### src/rtl/dot_product_if.sv
// Operand/result bundle for vector-vector-to-scalar units.
// VECTOR_LEN travels with the interface so the unit sizes itself from it.
interface vec_vec_to_scalar #(
  parameter int VECTOR_LEN = 4
);
  logic [VECTOR_LEN-1:0][31:0] vec1;
  logic [VECTOR_LEN-1:0][31:0] vec2;
  logic [31:0]                 result;
  logic                        done;

  modport DUT (
    input  vec1,
    input  vec2,
    output result,
    output done
  );

  modport TB (
    output vec1,
    output vec2,
    input  result,
    input  done
  );
endinterface

### src/rtl/dot_product.sv
// Sequential binary32 dot product, one MAC per clock, flush-to-zero.
// Define DOT_PRODUCT_RNE_EN for round-to-nearest-even; default truncates.
module dot_product (
  input  logic          clk,
  input  logic          rst,
  vec_vec_to_scalar.DUT bus
);

  localparam int N  = bus.VECTOR_LEN;
  localparam int IW = (N > 1) ? $clog2(N) : 1;
  localparam logic [IW-1:0] LAST = IW'(N - 1);
  localparam logic [31:0] QNAN = 32'h7FC0_0000;

`ifdef DOT_PRODUCT_RNE_EN
  localparam logic RNE = 1'b1;
`else
  localparam logic RNE = 1'b0;
`endif

  typedef enum logic {ACCUM, DONE} state_e;

  // m_in carries the hidden bit; e_in is the biased exponent
  function automatic logic [31:0] pack(
    input logic              s,
    input logic signed [9:0] e_in,
    input logic [23:0]       m_in,
    input logic              g,
    input logic              st
  );
    logic [24:0]       m;
    logic signed [9:0] e;
    logic [22:0]       frac;
    m    = {1'b0, m_in} + {24'd0, RNE & g & (st | m_in[0])};
    e    = m[24] ? e_in + 10'sd1 : e_in;
    frac = m[24] ? m[23:1] : m[22:0];
    if (e >= 10'sd255)
      pack = {s, 8'hFF, 23'd0};
    else if (e <= 10'sd0)
      pack = {s, 31'd0};
    else
      pack = {s, e[7:0], frac};
  endfunction

  function automatic logic [31:0] fp_mul(
    input logic [31:0] a,
    input logic [31:0] b
  );
    logic              s, za, zb, ia, ib, na, nb;
    logic [47:0]       p;
    logic signed [9:0] e;
    s  = a[31] ^ b[31];
    za = (a[30:23] == 8'd0);
    zb = (b[30:23] == 8'd0);
    ia = (&a[30:23]) && (a[22:0] == 23'd0);
    ib = (&b[30:23]) && (b[22:0] == 23'd0);
    na = (&a[30:23]) && (|a[22:0]);
    nb = (&b[30:23]) && (|b[22:0]);
    p  = {24'd0, 1'b1, a[22:0]} * {24'd0, 1'b1, b[22:0]};
    e  = $signed({2'b0, a[30:23]})
       + $signed({2'b0, b[30:23]})
       - 10'sd127;
    if (na | nb)
      fp_mul = QNAN;
    else if ((ia & zb) | (ib & za))
      fp_mul = QNAN;
    else if (ia | ib)
      fp_mul = {s, 8'hFF, 23'd0};
    else if (za | zb)
      fp_mul = {s, 31'd0};
    else if (p[47])
      fp_mul = pack(s, e + 10'sd1, p[47:24],
                    p[23], |p[22:0]);
    else
      fp_mul = pack(s, e, p[46:23],
                    p[22], |p[21:0]);
  endfunction

  function automatic logic [31:0] fp_add(
    input logic [31:0] a,
    input logic [31:0] b
  );
    logic              za, zb, ia, ib, na, nb, swap, sub;
    logic [31:0]       x, y;
    logic [7:0]        d;
    logic [26:0]       mx, my, mask, sh, n;
    logic [27:0]       sum;
    logic [4:0]        lz;
    logic signed [9:0] e;
    za   = (a[30:23] == 8'd0);
    zb   = (b[30:23] == 8'd0);
    ia   = (&a[30:23]) && (a[22:0] == 23'd0);
    ib   = (&b[30:23]) && (b[22:0] == 23'd0);
    na   = (&a[30:23]) && (|a[22:0]);
    nb   = (&b[30:23]) && (|b[22:0]);
    swap = (b[30:0] > a[30:0]);
    x    = swap ? b : a;
    y    = swap ? a : b;
    sub  = x[31] ^ y[31];
    d    = x[30:23] - y[30:23];
    mx   = {1'b1, x[22:0], 3'b000};
    my   = {1'b1, y[22:0], 3'b000};
    // bits shifted past the guard/round pair collapse into sticky
    mask = ~(27'h7FF_FFFF << d);
    sh   = (my >> d) | {26'd0, |(my & mask)};
    sum  = sub ? {1'b0, mx} - {1'b0, sh}
               : {1'b0, mx} + {1'b0, sh};
    lz   = 5'd0;
    for (int i = 0; i < 27; i++)
      if (sum[i]) lz = 5'(26 - i);
    if (sum[27]) begin
      n = {sum[27:2], sum[1] | sum[0]};
      e = $signed({2'b0, x[30:23]}) + 10'sd1;
    end else begin
      n = sum[26:0] << lz;
      e = $signed({2'b0, x[30:23]})
        - $signed({5'd0, lz});
    end
    if (na | nb)
      fp_add = QNAN;
    else if (ia & ib & (a[31] ^ b[31]))
      fp_add = QNAN;
    else if (ia)
      fp_add = {a[31], 8'hFF, 23'd0};
    else if (ib)
      fp_add = {b[31], 8'hFF, 23'd0};
    else if (za & zb)
      fp_add = {a[31] & b[31], 31'd0};
    else if (za)
      fp_add = b;
    else if (zb)
      fp_add = a;
    else if (sum == 28'd0)
      fp_add = 32'd0;
    else
      fp_add = pack(x[31], e, n[26:3], n[2], |n[1:0]);
  endfunction

  state_e        state_q, state_d;
  logic [IW-1:0] idx_q, idx_d;
  logic [31:0]   acc_q, acc_d;
  logic [31:0]   result_q, result_d;
  logic          done_q, done_d;
  logic [31:0]   mac;

  always_comb begin
    state_d  = state_q;
    idx_d    = idx_q;
    acc_d    = acc_q;
    result_d = result_q;
    done_d   = done_q;
    mac      = fp_add(acc_q, fp_mul(bus.vec1[idx_q], bus.vec2[idx_q]));
    unique case (state_q)
      ACCUM: begin
        acc_d = mac;
        idx_d = idx_q + 1'b1;
        if (idx_q == LAST) begin
          state_d = DONE;
          idx_d   = '0;
        end
      end
      DONE: begin
        result_d = acc_q;
        done_d   = 1'b1;
      end
    endcase
  end

  always_ff @(posedge clk) begin
    if (rst) begin
      state_q  <= ACCUM;
      idx_q    <= '0;
      acc_q    <= 32'd0;
      result_q <= 32'd0;
      done_q   <= 1'b0;
    end else begin
      state_q  <= state_d;
      idx_q    <= idx_d;
      acc_q    <= acc_d;
      result_q <= result_d;
      done_q   <= done_d;
    end
  end

  assign bus.result = result_q;
  assign bus.done   = done_q;

endmodule

### src/flat_wrapper.sv
// flat-port wrapper written by rule: the top's interface ports become plain ports
module dot_product_flat 
  (clk, rst, bus_vec1, bus_vec2, bus_result, bus_done);
  vec_vec_to_scalar #(.VECTOR_LEN((4))) bus_i ();
  input  logic clk;
  input  logic rst;
  input wire logic [$bits(bus_i.vec1)-1:0] bus_vec1;
  input wire logic [$bits(bus_i.vec2)-1:0] bus_vec2;
  output wire logic [$bits(bus_i.result)-1:0] bus_result;
  output wire logic [$bits(bus_i.done)-1:0] bus_done;
  assign bus_i.vec1 = bus_vec1;
  assign bus_i.vec2 = bus_vec2;
  assign bus_result = bus_i.result;
  assign bus_done = bus_i.done;
  dot_product u_core (.clk(clk), .rst(rst), .bus(bus_i));
endmodule
### config.mk
export PLATFORM = sky130hd
export DESIGN_NAME = dot_product_flat
export DESIGN_NICKNAME = d
export VERILOG_FILES = /design/src/rtl/dot_product_if.sv /design/src/rtl/dot_product.sv /design/src/flat_wrapper.sv
export SDC_FILE = /design/constraint.sdc
export NUM_CORES = 2
export LEC_CHECK = 0
export ABC_AREA = 1
export CORE_ASPECT_RATIO = 0.5
export CORE_MARGIN = 8
export CORE_UTILIZATION = 25
export CTS_CLUSTER_SIZE = 8
export DETAILED_ROUTE_END_ITERATION = 12
export GPL_TIMING_DRIVEN = 1
export HOLD_SLACK_MARGIN = 0.05
export PLACE_DENSITY = 0.51
export SLEW_MARGIN = 5
export SYNTH_ARGS = -nofsm -noshare
export SYNTH_HDL_FRONTEND = slang
export SYNTH_SLANG_ARGS = --single-unit
### constraint.sdc
create_clock -name clk -period 25.5 [get_ports clk]
set_input_delay 3.825 -clock clk [delete_from_list [all_inputs] [get_ports clk]]
set_output_delay 3.825 -clock clk [all_outputs]
set_load 0.01 [all_outputs]
==> results.ini <==
[critical_path]
r2r_setup_slack_ns=4.18
slowest_delay_ns=0.61
cpMaxStageDelayCell=fa_1
critical-path-top-delay-family=simple AND/OR/NAND/NOR gates
crit_required_ns=25.77
critical_path.max_fanout=86
setup.worst_path.end_class=register
crit_buf_inv=20
criticalPathCategory=input pin to register
worst_ep_arrival_time_ns=23.90
start_kind=input pin
path_common_cell=nand2_1

[finish]
antenna_cells=0
areaGrowthSynthToFinish_pct=14.2
drive_gt1_share_pct=4.02
fill_cells=15000
num-nets-final=6307

[detailed_routing]
routedWlPerCell_um=20.1
ant_nets=0
dr.pass1.iters=6
drc_errors=0
drt-initial-drc-count=3296
vias=34600
via_per_inst=4.88
drt_wl_total_um=142000

[floorplanning]
die-area_um2=148000
die_h_um=276
initial_core_util_pct=25.2
io_pins=291
placementRows=95
dieWidth_um=536
core_um2=134000

[global_routing]
grt_antenna_before_repair=0
grt_pass1_vias=34800
grt_pass1_wl_um=216000
grt_overflow=0
grt_usage_pct=18.6
grt_max_degree=87

[status]
outcome=finished, final reports clean

[sta]
rsz0062_at_grt=no
max_slew_margin_pct=25.0
finalHoldViolations=0
fmax_mhz=42.3
report.final.slew_viol_count=0
skew_ns=0.0133
setup_viol=0
tightest_slew_ns=1.11
min_period_over_period_pct=92.6
fin_setup_tns_ns=0
finalCriticalPeriod_ns=23.62

[yosys]
yosysUniqueCellTypes=75
ys_seq_elements=68
synthFlopType=dfxtp_1
synth_cells=5148
mappedNetlistArea_um2=33800
syn-num-nets=6158
syn_avg_cell_area_um2=6.57
synthArstFlopShare_pct=0
synth_seq_area_share_pct=4.03
ys_warn_count=0
synth_edf_count=0

[clock_tree]
clk_latency_ns=0.34
cts-root-buf=clkbuf_16
path_clk_slew_ns=0.07
cts_made_buffers=9
htree_levels=3
cts_tree=yes
cts_setup_buffers=0
hold_buffers=0
cts.sinks=68
clock_path_buffers=2
cts_resized=0

[flow_run]
timing.max_cap.violations=0

[placement]
io_buffers=290
place_congestion=0.945
dpl.hpwl_um=117000

[worst_hold_path]
holdCritPathClass=register to register

==> synthesized netlist by cell type, types with 4 or more instances <==
cell,instances,area (um^2)
nand2_1,1265,4750
inv_1,943,3540
fa_1,484,9690
nor2_1,477,1790
nand3_1,398,1990
a21oi_1,273,1370
ha_1,268,3350
o21ai_0,201,1010
nand4_1,92,576
clkbuf_1,90,338
dfxtp_1,68,1360
buf_2,59,295
o21ai_1,50,250
buf_4,38,285
inv_2,35,131
nor3_1,32,160
xor2_1,31,272
a31oi_1,27,169
nand2_2,25,156
nor4_1,25,156
a32o_1,24,240
buf_6,20,225
clkinv_1,19,71.3
o22ai_1,17,106
buf_1,16,60.1
a21o_1,15,113
xnor2_1,14,123
o211ai_1,12,90.1
nor2_2,11,68.8
nand3_2,10,100
o21bai_1,9,67.6
o21a_1,8,60.1
a211oi_1,7,52.6
nand3b_1,7,52.6
nor3_2,7,70.1
and3_1,4,25.0
nand2_4,4,45.0
o31ai_1,4,30.0
==> cell usage in the layout (no fill, tap or decap), types with 65 or more instances in the layout <==
cell type and count:
ha_1 268, dfxtp_1 65, inv_1 941, nand2_1 1265
buf_4 75, clkdlybuf4s50_1 290, fa_1 484, nand4_1 92
nand3_1 398, o21ai_0 201, a21oi_1 273, nor2_1 477
==> stage by stage <==
stage | util, % | cells | cell area [um^2] | hold WS, ns | setup slack, ns
2_1_floorplan | - | 5148 | 33800 | 0.444 | 5.79
3_3_place_gp | 28.5 | 7080 | 38300 | 0.458 | 1.85
5_1_grt | 28.8 | 7096 | 38600 | 0.507 | 0.0186
3_5_place_dp | 28.5 | 7080 | 38300 | 0.459 | 1.63
6_report | 28.8 | 7096 | 38600 | 0.470 | 1.88
4_1_cts | 28.7 | 7096 | 38600 | 0.470 | 1.93
==> registers in the layout, indices dropped and copies added (netlist names) <==
register and flops:
u_core.acc_q 32, u_core.bus.done 1, u_core.idx_q 2, u_core.state_q 1, u_core.bus.result 32
==> tightest hold or removal path: cells and delay by family, from the launching register on <==
| kind | cells | cell delay [ns] |
|---|---|---|
| DFF | 1 | 0.31 |
| and+or+nand+nor | 1 | 0.06 |
| AOI/OAI and AO/OA | 1 | 0.05 |
==> cell families after synthesis <==
| family | share of synthesized area [%] |
|---|---|
| adder cells (fa/ha/maj) | 38.6 |
| AO/OA/AOI/OAI | 11.5 |
| flip-flops | 4.03 |
| XOR/XNOR | 1.21 |
| buffers and inverters | 14.8 |
| AND/OR/NAND/NOR | 29.8 |
==> per-layer routing <==
| layer | vias to the layer above | track usage [%] | share of wire [%] | wire [um] |
|---|---|---|---|---|
| met5 | - | 0 | 0 | 0 |
| met4 | 0 | 4.48 | 2.8 | 3960 |
| met3 | 187 | 1.72 | 6.2 | 8890 |
| met2 | 1304 | 32.0 | 47 | 67300 |
| met1 | 16800 | 25.0 | 44 | 62200 |
| li1 | 16400 | - | - | - |
==> cell type report <==
type	instances	area (um^2)	share of cell area (%)
Multi-Input combinational cell	3855	27500	71.1
Tap cell	1794	2240	5.82
Clock buffer	9	225	0.583
Inverter	998	3760	9.74
Timing Repair Buffer	365	3470	8.98
Clock inverter	7	75.1	0.194
Sequential cell	68	1370	3.54
==> final timing paths <==
path	from	end	depth (start not counted)
worst min-delay path	u_core.acc_q[9]$_SDFFE_PP0P_	u_core.acc_q[9]$_SDFFE_PP0P_	2
worst max-delay path	bus_vec2[113]	u_core.acc_q[14]$_SDFFE_PP0P_	114
worst min register to register	u_core.acc_q[9]$_SDFFE_PP0P_	u_core.acc_q[9]$_SDFFE_PP0P_	2
worst max register to register	u_core.idx_q[0]$_SDFFE_PP0N_	u_core.acc_q[14]$_SDFFE_PP0P_	117
Power is not shown: default switching activity piles up to over one toggle a cycle in this logic, so the estimate is an artifact.
